`src/rtl/axi_lite_responder_if.sv`:
```
// AXI4-Lite bus bundle between the initiator (master) and the responder (slave).
interface axi_lite_responder_if #(
  parameter int ADDR_W = 64,
  parameter int DATA_W = 32
);
  logic [ADDR_W-1:0]   awaddr;
  logic                awvalid;
  logic                awready;
  logic [DATA_W-1:0]   wdata;
  logic [DATA_W/8-1:0] wstrb;
  logic                wvalid;
  logic                wready;
  logic [1:0]          bresp;
  logic                bvalid;
  logic                bready;
  logic [ADDR_W-1:0]   araddr;
  logic                arvalid;
  logic                arready;
  logic [DATA_W-1:0]   rdata;
  logic [1:0]          rresp;
  logic                rvalid;
  logic                rready;

  modport master (
    output awaddr, awvalid, wdata, wstrb, wvalid, bready, araddr, arvalid, rready,
    input  awready, wready, bresp, bvalid, arready, rdata, rresp, rvalid
  );

  modport slave (
    input  awaddr, awvalid, wdata, wstrb, wvalid, bready, araddr, arvalid, rready,
    output awready, wready, bresp, bvalid, arready, rdata, rresp, rvalid
  );
endinterface

```
`src/rtl/axi_lite_responder.sv`:
```
// AXI4-Lite responder backed by a word-addressed memory with OKAY/SLVERR decode.
// Define AXI_LITE_SEQ_CHECK_EN to build the sequential-write-address checker (o_seq_err).
module axi_lite_responder #(
  parameter int                        AXI_ADDR_WIDTH = 64,
  parameter int                        AXI_DATA_WIDTH = 32,
  parameter int                        MEM_DEPTH      = 16,
  parameter logic [AXI_ADDR_WIDTH-1:0] BASE_ADDR      = '0
) (
  input  logic                  clk,
  input  logic                  arst,
  axi_lite_responder_if.slave   axi,
  output logic                  o_seq_err
);

  localparam int STRB_W = AXI_DATA_WIDTH / 8;
  localparam int SB     = $clog2(STRB_W);
  localparam int IDX_W  = $clog2(MEM_DEPTH);
  localparam logic [AXI_ADDR_WIDTH-1:0] STRIDE = AXI_ADDR_WIDTH'(STRB_W);
  localparam logic [1:0] RESP_OKAY   = 2'b00;
  localparam logic [1:0] RESP_SLVERR = 2'b10;

  typedef enum logic { W_IDLE, W_RESP } w_state_e;
  typedef enum logic { R_IDLE, R_DATA } r_state_e;

  function automatic logic addr_in_range(input logic [AXI_ADDR_WIDTH-1:0] a);
    logic [AXI_ADDR_WIDTH-1:0] off;
    off = a - BASE_ADDR;
    return (a >= BASE_ADDR) && ((off >> SB) < AXI_ADDR_WIDTH'(MEM_DEPTH));
  endfunction

  function automatic logic [IDX_W-1:0] word_idx(input logic [AXI_ADDR_WIDTH-1:0] a);
    logic [AXI_ADDR_WIDTH-1:0] off;
    off = a - BASE_ADDR;
    return IDX_W'(off >> SB);
  endfunction

  logic [AXI_DATA_WIDTH-1:0] mem_q [MEM_DEPTH];

  w_state_e                  w_state_q, w_state_d;
  logic                      aw_held_q, aw_held_d;
  logic                      w_held_q, w_held_d;
  logic [AXI_ADDR_WIDTH-1:0] awaddr_q, awaddr_d;
  logic [AXI_DATA_WIDTH-1:0] wdata_q, wdata_d;
  logic [STRB_W-1:0]         wstrb_q, wstrb_d;
  logic [1:0]                bresp_q, bresp_d;

  logic                      awready, wready, aw_fire, w_fire, commit, cm_ok;
  logic [AXI_ADDR_WIDTH-1:0] cm_addr;
  logic [AXI_DATA_WIDTH-1:0] cm_data;
  logic [STRB_W-1:0]         cm_strb;

  // Ready flags come straight from state so no input reaches an output combinationally.
  assign awready = (w_state_q == W_IDLE) && !aw_held_q;
  assign wready  = (w_state_q == W_IDLE) && !w_held_q;
  assign aw_fire = axi.awvalid && awready;
  assign w_fire  = axi.wvalid && wready;

  assign cm_addr = aw_held_q ? awaddr_q : axi.awaddr;
  assign cm_data = w_held_q ? wdata_q : axi.wdata;
  assign cm_strb = w_held_q ? wstrb_q : axi.wstrb;
  assign cm_ok   = addr_in_range(cm_addr);

  always_comb begin
    w_state_d = w_state_q;
    aw_held_d = aw_held_q;
    w_held_d  = w_held_q;
    awaddr_d  = awaddr_q;
    wdata_d   = wdata_q;
    wstrb_d   = wstrb_q;
    bresp_d   = bresp_q;
    commit    = 1'b0;
    case (w_state_q)
      W_IDLE: begin
        if (aw_fire) begin
          aw_held_d = 1'b1;
          awaddr_d  = axi.awaddr;
        end
        if (w_fire) begin
          w_held_d = 1'b1;
          wdata_d  = axi.wdata;
          wstrb_d  = axi.wstrb;
        end
        if ((aw_held_q || aw_fire) && (w_held_q || w_fire)) begin
          commit    = 1'b1;
          aw_held_d = 1'b0;
          w_held_d  = 1'b0;
          bresp_d   = cm_ok ? RESP_OKAY : RESP_SLVERR;
          w_state_d = W_RESP;
        end
      end
      W_RESP: begin
        if (axi.bready) w_state_d = W_IDLE;
      end
      default: w_state_d = W_IDLE;
    endcase
  end

  always_ff @(posedge clk) begin
    if (arst) begin
      w_state_q <= W_IDLE;
      aw_held_q <= 1'b0;
      w_held_q  <= 1'b0;
      awaddr_q  <= '0;
      wdata_q   <= '0;
      wstrb_q   <= '0;
      bresp_q   <= RESP_OKAY;
    end else begin
      w_state_q <= w_state_d;
      aw_held_q <= aw_held_d;
      w_held_q  <= w_held_d;
      awaddr_q  <= awaddr_d;
      wdata_q   <= wdata_d;
      wstrb_q   <= wstrb_d;
      bresp_q   <= bresp_d;
    end
  end

  always_ff @(posedge clk) begin
    if (arst) begin
      for (int i = 0; i < MEM_DEPTH; i++) mem_q[i] <= '0;
    end else if (commit && cm_ok) begin
      for (int b = 0; b < STRB_W; b++) begin
        if (cm_strb[b]) mem_q[word_idx(cm_addr)][8*b +: 8] <= cm_data[8*b +: 8];
      end
    end
  end

  r_state_e                  r_state_q, r_state_d;
  logic [AXI_DATA_WIDTH-1:0] rdata_q, rdata_d;
  logic [1:0]                rresp_q, rresp_d;
  logic                      arready, ar_fire;

  assign arready = (r_state_q == R_IDLE);
  assign ar_fire = axi.arvalid && arready;

  // mem_q is sampled before this edge's write lands, so a same-cycle read sees the old word.
  always_comb begin
    r_state_d = r_state_q;
    rdata_d   = rdata_q;
    rresp_d   = rresp_q;
    case (r_state_q)
      R_IDLE: begin
        if (ar_fire) begin
          if (addr_in_range(axi.araddr)) begin
            rdata_d = mem_q[word_idx(axi.araddr)];
            rresp_d = RESP_OKAY;
          end else begin
            rdata_d = '0;
            rresp_d = RESP_SLVERR;
          end
          r_state_d = R_DATA;
        end
      end
      R_DATA: begin
        if (axi.rready) r_state_d = R_IDLE;
      end
      default: r_state_d = R_IDLE;
    endcase
  end

  always_ff @(posedge clk) begin
    if (arst) begin
      r_state_q <= R_IDLE;
      rdata_q   <= '0;
      rresp_q   <= RESP_OKAY;
    end else begin
      r_state_q <= r_state_d;
      rdata_q   <= rdata_d;
      rresp_q   <= rresp_d;
    end
  end

  assign axi.awready = awready;
  assign axi.wready  = wready;
  assign axi.bvalid  = (w_state_q == W_RESP);
  assign axi.bresp   = bresp_q;
  assign axi.arready = arready;
  assign axi.rvalid  = (r_state_q == R_DATA);
  assign axi.rdata   = rdata_q;
  assign axi.rresp   = rresp_q;

`ifdef AXI_LITE_SEQ_CHECK_EN
  logic [AXI_ADDR_WIDTH-1:0] exp_addr_q;
  logic                      seq_err_q;

  // The expectation always advances from the committed address, so one stray write flags once.
  always_ff @(posedge clk) begin
    if (arst) begin
      exp_addr_q <= BASE_ADDR;
      seq_err_q  <= 1'b0;
    end else if (commit) begin
      exp_addr_q <= cm_addr + STRIDE;
      if (cm_addr != exp_addr_q) seq_err_q <= 1'b1;
    end
  end

  assign o_seq_err = seq_err_q;
`else
  assign o_seq_err = 1'b0;
`endif

endmodule

```
`src/flat_wrapper.sv`:
```
// flat-port wrapper written by rule: the top's interface ports become plain ports
module axi_lite_responder_flat 
#(
  parameter int                        AXI_ADDR_WIDTH = 64,
  parameter int                        AXI_DATA_WIDTH = 32,
  parameter int                        MEM_DEPTH      = 16,
  parameter logic [AXI_ADDR_WIDTH-1:0] BASE_ADDR      = '0
)
  (clk, arst, o_seq_err, axi_awaddr, axi_awvalid, axi_wdata, axi_wstrb, axi_wvalid, axi_bready, axi_araddr, axi_arvalid, axi_rready, axi_awready, axi_wready, axi_bresp, axi_bvalid, axi_arready, axi_rdata, axi_rresp, axi_rvalid);
  axi_lite_responder_if #(.ADDR_W(64), .DATA_W(32)) axi_i ();
  input  logic clk;
  input  logic arst;
  output logic o_seq_err;
  input wire logic [$bits(axi_i.awaddr)-1:0] axi_awaddr;
  input wire logic [$bits(axi_i.awvalid)-1:0] axi_awvalid;
  input wire logic [$bits(axi_i.wdata)-1:0] axi_wdata;
  input wire logic [$bits(axi_i.wstrb)-1:0] axi_wstrb;
  input wire logic [$bits(axi_i.wvalid)-1:0] axi_wvalid;
  input wire logic [$bits(axi_i.bready)-1:0] axi_bready;
  input wire logic [$bits(axi_i.araddr)-1:0] axi_araddr;
  input wire logic [$bits(axi_i.arvalid)-1:0] axi_arvalid;
  input wire logic [$bits(axi_i.rready)-1:0] axi_rready;
  output wire logic [$bits(axi_i.awready)-1:0] axi_awready;
  output wire logic [$bits(axi_i.wready)-1:0] axi_wready;
  output wire logic [$bits(axi_i.bresp)-1:0] axi_bresp;
  output wire logic [$bits(axi_i.bvalid)-1:0] axi_bvalid;
  output wire logic [$bits(axi_i.arready)-1:0] axi_arready;
  output wire logic [$bits(axi_i.rdata)-1:0] axi_rdata;
  output wire logic [$bits(axi_i.rresp)-1:0] axi_rresp;
  output wire logic [$bits(axi_i.rvalid)-1:0] axi_rvalid;
  assign axi_i.awaddr = axi_awaddr;
  assign axi_i.awvalid = axi_awvalid;
  assign axi_i.wdata = axi_wdata;
  assign axi_i.wstrb = axi_wstrb;
  assign axi_i.wvalid = axi_wvalid;
  assign axi_i.bready = axi_bready;
  assign axi_i.araddr = axi_araddr;
  assign axi_i.arvalid = axi_arvalid;
  assign axi_i.rready = axi_rready;
  assign axi_awready = axi_i.awready;
  assign axi_wready = axi_i.wready;
  assign axi_bresp = axi_i.bresp;
  assign axi_bvalid = axi_i.bvalid;
  assign axi_arready = axi_i.arready;
  assign axi_rdata = axi_i.rdata;
  assign axi_rresp = axi_i.rresp;
  assign axi_rvalid = axi_i.rvalid;
  axi_lite_responder #(.AXI_ADDR_WIDTH(AXI_ADDR_WIDTH), .AXI_DATA_WIDTH(AXI_DATA_WIDTH), .MEM_DEPTH(MEM_DEPTH), .BASE_ADDR(BASE_ADDR)) u_core (.clk(clk), .arst(arst), .axi(axi_i), .o_seq_err(o_seq_err));
endmodule
```
`config.mk`:
```
export PLATFORM = sky130hd
export DESIGN_NAME = axi_lite_responder_flat
export DESIGN_NICKNAME = d
export VERILOG_FILES = /design/src/rtl/axi_lite_responder_if.sv /design/src/rtl/axi_lite_responder.sv /design/src/flat_wrapper.sv
export SDC_FILE = /design/constraint.sdc
export NUM_CORES = 1
export LEC_CHECK = 0
export CORE_ASPECT_RATIO = 0.75
export CORE_MARGIN = 4
export CORE_UTILIZATION = 30
export CTS_CLUSTER_DIAMETER = 40
export DETAILED_ROUTE_END_ITERATION = 6
export GPL_TIMING_DRIVEN = 0
export PLACE_DENSITY = 0.47
export SLEW_MARGIN = 20
export SYNTH_ARGS = -nofsm -noshare
export SYNTH_HDL_FRONTEND = slang
export SYNTH_SLANG_ARGS = --single-unit
```
`constraint.sdc`:
```
create_clock -name clk -period 3.8 [get_ports clk]
set_clock_uncertainty 0.2 [all_clocks]
set_input_delay 0.38 -clock clk [delete_from_list [all_inputs] [get_ports clk]]
set_output_delay 0.38 -clock clk [all_outputs]
set_load 0.01 [all_outputs]
```
; ---- Word level (Yosys, flattened, before mapping)
; Memories as Yosys holds them, arrays and structs flattened.
; Index checks and enable logic that the tools add are counted.
; Widths: inputs -> output; s select.
[word_totals]
register_bits = 140
latchBits = 0
ram_bits = 512
romBits = 0
out_inout_bits = 42
word_cells = 77
n_memories = 1
[mem_list]
columns = name, depth, width, read_ports, rd_clocked_by_memory_dff, wr, line_no
row1 = u_core.mem_q, 16, 32, 1, 0, 16, axi_lite_responder.sv:37  ; logic [AXI_DATA_WIDTH-1:0] mem_q [MEM_DEPTH];
[classes]
addsub = 0
multipliers = 0
div = 0
order_cmp = 4
n_eq_ne = 0
n_shift = 0
mux = 38
bitwise = 2
reduce_logical = 22
[op_table]
columns = cell, count
row1 = $ge 64x1->1 const B, 2
row2 = $lt 62x5->1 const B, 2
row3 = $mux 32, 3
row4 = $mux 64, 1
row5 = $reduce_or 32->1, 1
row6 = $mux 1, 27
row7 = $mux 4, 3
row8 = $reduce_and 2->1, 6
row9 = $logic_and 1x1->1, 9
row10 = $mux 2, 2
row11 = $pmux 1 s2, 2
row12 = $reduce_bool 2->1, 2
row13 = $logic_not 1->1, 2
row14 = $logic_or 1x1->1, 2
row15 = $not 1->1, 2

; ---- Logic depth before layout (Yosys ltp)
[logic_depth]
word_depth = 13
depth_mapped = 8
depth_no_buf = 5

; ---- Worst setup path after synthesis
; Ideal clock, no wire load.
[synth_timing]
path_kind = input to register
from = input port axi_awaddr[27]
to = memory u_core.mem_q[0][16] (enable)
setup_time_ps = 375
arrival_ps = 2095
required_ps = 3225
slack_ps = 1130
stages = 7
path_buffers = 2
cell_sequence = nor4_1 nand3_1 o22ai_1 buf_2 o2111ai_4 buf_2 o21bai_1
[synth_rtl]
columns = item, line_no
row1 = from (decl), flat_wrapper.sv:14  ; input wire logic [$bits(axi_i.awaddr)-1:0] axi_awaddr;
row2 = to (decl), axi_lite_responder.sv:37

; ---- Worst setup path in the final report
[layout_timing]
from = input port axi_araddr[4]
to = register u_core.rdata_q[23] (netlist: u_core.axi.rdata[23])
[layout_via]
elab_chain_cells = 3
elab_cells_between_ends = 5
[layout_lines]
columns = item, line_no
row1 = from (decl), flat_wrapper.sv:20  ; input wire logic [$bits(axi_i.araddr)-1:0] axi_araddr;
row2 = $ge 64x1->1 / $lt 62x5->1 (equally long branches), axi_lite_responder.sv:28  ; return (a >= BASE_ADDR) && ((off >> SB) < AXI_ADDR_WIDTH'(MEM_DEPTH));
row3 = $logic_and 1x1->1, axi_lite_responder.sv:28
row4 = $mux 32 (*), axi_lite_responder.sv:144  ; if (addr_in_range(axi.araddr)) begin
row5 = to (signal assigned), axi_lite_responder.sv:168  ; rdata_q <= rdata_d;
row6 = to (decl), axi_lite_responder.sv:129  ; logic [AXI_DATA_WIDTH-1:0] rdata_q, rdata_d;
; Every way passes the cells marked *; elsewhere a longest branch is shown, timed or not.
; A chain may end at the register's enable or synchronous reset.

==> summary.md <==
| Metric | Value |
|---|---|
| Worst EP arrival | `4.06 ns` |
| Worst slew margin | `13.5%` |
| Fin worst setup slack | `0.157 ns` |
| Overall routing resource usage | `21.4%` |
| CTS tree | `built` |
| Sequential area share after synthesis | `63.5%` |
| Synthesized area | `0.0285 mm^2` |
| Largest net degree at the start of global routing | `14` |
| Crit path time final | `3.64 ns` |
| Routing usage on met1 | `31.3%` |
| Max Slew Vio Count | `0` |
| Max frequency | `274 MHz` |
| Post-DP HPWL | `78400 um` |
| First-pass GRT wire length | `152000 um` |
| Reg clk slew, reported paths | `0.06 ns` |
| Post-synth EDFFs | `512` |
| Setup crit start kind | `primary input` |
| Layer with the highest usage | `met2` |
| Fill count | `9043` |
| Hold Path Stages | `2` |
| Synth cell types | `47` |
| Total number of vias | `21200` |
| Setup CP Type | `primary input to register` |
| Die height | `275 um` |
| M3 GR Usage | `4.20%` |
| Clock root buffer | `clkbuf_16` |
| Worst endpoint required time | `4.22 ns` |
| MaxCap Viol Count | `0` |
| Die Footprint | `0.100 mm^2` |
| Ys Warns | `0` |
| Syn avg cell area | `12.1 um^2` |
| Final core occ | `38.1%` |
| Crit end category | `register` |
| Dominant cells by area after synthesis | `edfxtp_1, dfxtp_1, nor2_1` |
| CTS Buf Count | `93` |
| Core Area | `0.0938 mm^2` |
| Final std cells w/o fill | `3979` |
| Yosys top cell area share | `54.0%` |
| Seq cells post-synth | `648` |
| Ys async rst share | `0%` |
| CP Max Fanout | `10` |
| WL final | `109000 um` |
| Syn Inst Count | `2353` |
| Multi-input gate area | `0.00980 mm^2` |
| DP Worst Slack | `-0.785 ns` |
| Top FF cell, synth | `edfxtp_1` |
| Iter 0 DRT Violations | `2419` |
| Clk_lat worst skew | `0.68 ns` |
| Yosys top cell by area | `edfxtp_1` |
| Final ANT Viol Nets | `0` |
| Min-delay worst type | `primary input to register` |
| Vias in the first global route | `20800` |
| Top-count cell post-synth | `nor2_1` |
| Post-synth top cells | `nor2_1, edfxtp_1, nand2_1` |
| Die width | `364 um` |
| Layout cell share with drive strength beyond 1 | `16.0%` |
| Routed wire per std cell | `27.3 um` |
| Vias per inst | `5.33` |
| 1st-pass router iterations | `7` |
| Peak supply drop | `0.000341 V` |
| H-tree depth | `3` |
| Setup TNS | `0 ns` |
| Final Cycle Share | `95.9%` |
| Sequential Area | `0.0181 mm^2` |
| Fin. Hold Viols | `0` |
| Ports | `213` |
| Failing checks | `DRC` |
| Status | `finished, violations left` |
| Initial Utilization | `30.4%` |
| Row cnt | `97` |
| GR Util met2 | `32.9%` |
| Bufs on Longest Clock Path | `3` |
| Placer Congestion | `0.919` |
| Area growth, synth to finish | `25.6%` |
| Worst slew pin tran | `1.30 ns` |
| Final setup fails | `0` |
| Initial antenna violation count | `5` |
| Leakage Power | `12.2 nW` |
| Port buffer count | `203` |
| DP Cell Count | `3801` |
| Remaining DRCs | `3` |
| Power Dens Cells | `517 mW/mm^2` |
| GR Overflow Total | `0` |
| Reg2reg path depth | `8` |
| Sink Count | `648` |
| Nets | `2830` |
==> cells in the final DEF (no fill, tap or decap), drive strengths merged, types with 89 or more instances in the layout <==
cell type      instances
edfxtp               512
nor2                 547
dfxtp                136
nand2                230
mux2i                132
buf                   89
clkbuf               246
a21oi                165
clkdlybuf4s50        203
==> what timing repair did <==
| item | in CTS | in global routing |
|---|---|---|
| setup buffers | 0 | 0 |
| hold buffers | 0 | 0 |
| gates resized for setup | 15 | 21 |
| gates cloned | 0 | 0 |
| setup endpoints to repair | 171 | 272 |
==> worst max-delay path, cell delays in order <==
cell and delay, ns:
clkdlybuf4s50_1 0.60, clkbuf_1 0.65, clkbuf_1 0.87, clkbuf_1 0.66, a21oi_1 0.12, o21ai_0 0.53
a22o_1 0.22
==> registers in the layout, summed over array words and instances, names as in the netlist <==
| name | cells |
|---|---|
| u_core.wstrb_q | 4 |
| u_core.axi.bvalid | 1 |
| u_core.axi.rvalid | 1 |
| u_core.w_held_q | 1 |
| u_core.awaddr_q | 62 |
| u_core.mem_q | 512 |
| u_core.wdata_q | 32 |
| u_core.aw_held_q | 1 |
| u_core.axi.bresp | 1 |
| u_core.axi.rdata | 32 |
| u_core.axi.rresp | 1 |
==> cell type report <==
class / count / area share, %
Clock inverter: 53 / 1.44
Antenna cell: 3 / 0.0210
Buffer: 207 / 2.60
Inverter: 3 / 0.0315
Clock buffer: 122 / 7.73
Timing Repair Buffer: 209 / 5.87
Tap cell: 1237 / 4.33
Sequential cell: 648 / 50.6
Multi-Input combinational cell: 1497 / 27.4
==> final timing paths <==
check,slack (ns),to,startpoint
worst max register to register,0.16,u_core.mem_q[8][4],u_core.aw_held_q
worst min-delay path,0.09,u_core.axi.rvalid,axi_rready
worst min register to register,0.25,u_core.wdata_q[19],u_core.wdata_q[19]
worst max-delay path,0.16,u_core.axi.rdata[23],axi_araddr[4]
==> layer usage <==
metal	part of all wire [%]	up-vias
li1	-	9219
met4	1.9	0
met3	7.6	154
met1	46	10900
met2	45	926
met5	0	-
==> cells by family after synthesis <==
family,Yosys count,synth area share [%]
DFF,648,63.5
muxes,228,11.0
buffers and inverters,210,3.30
AOI/OAI and AO/OA,401,9.87
other,1,0.0132
and+or+nand+nor,865,12.3
==> power breakdown <==
| part | switching, mW | total (mW) | internal [mW] |
|---|---|---|---|
| Combinational | 0.989 | 1.55 | 0.561 |
| Clock | 3.44 | 8.98 | 5.53 |
| Sequential | 0.0893 | 7.98 | 7.89 |
==> stage by stage <==
stage                     total power [mW]  cell area (um^2)  hold WS, ns
final                                 18.5             35800       0.0900
after global routing                  19.1             35800       0.0613
after CTS                             18.6             35600       0.0477
after detailed placement              9.65             32300        0.245
after global placement                9.60             32100        0.238
after floorplan                       8.89             28500        0.231
Note: power is estimated with default switching activity, not from simulation.
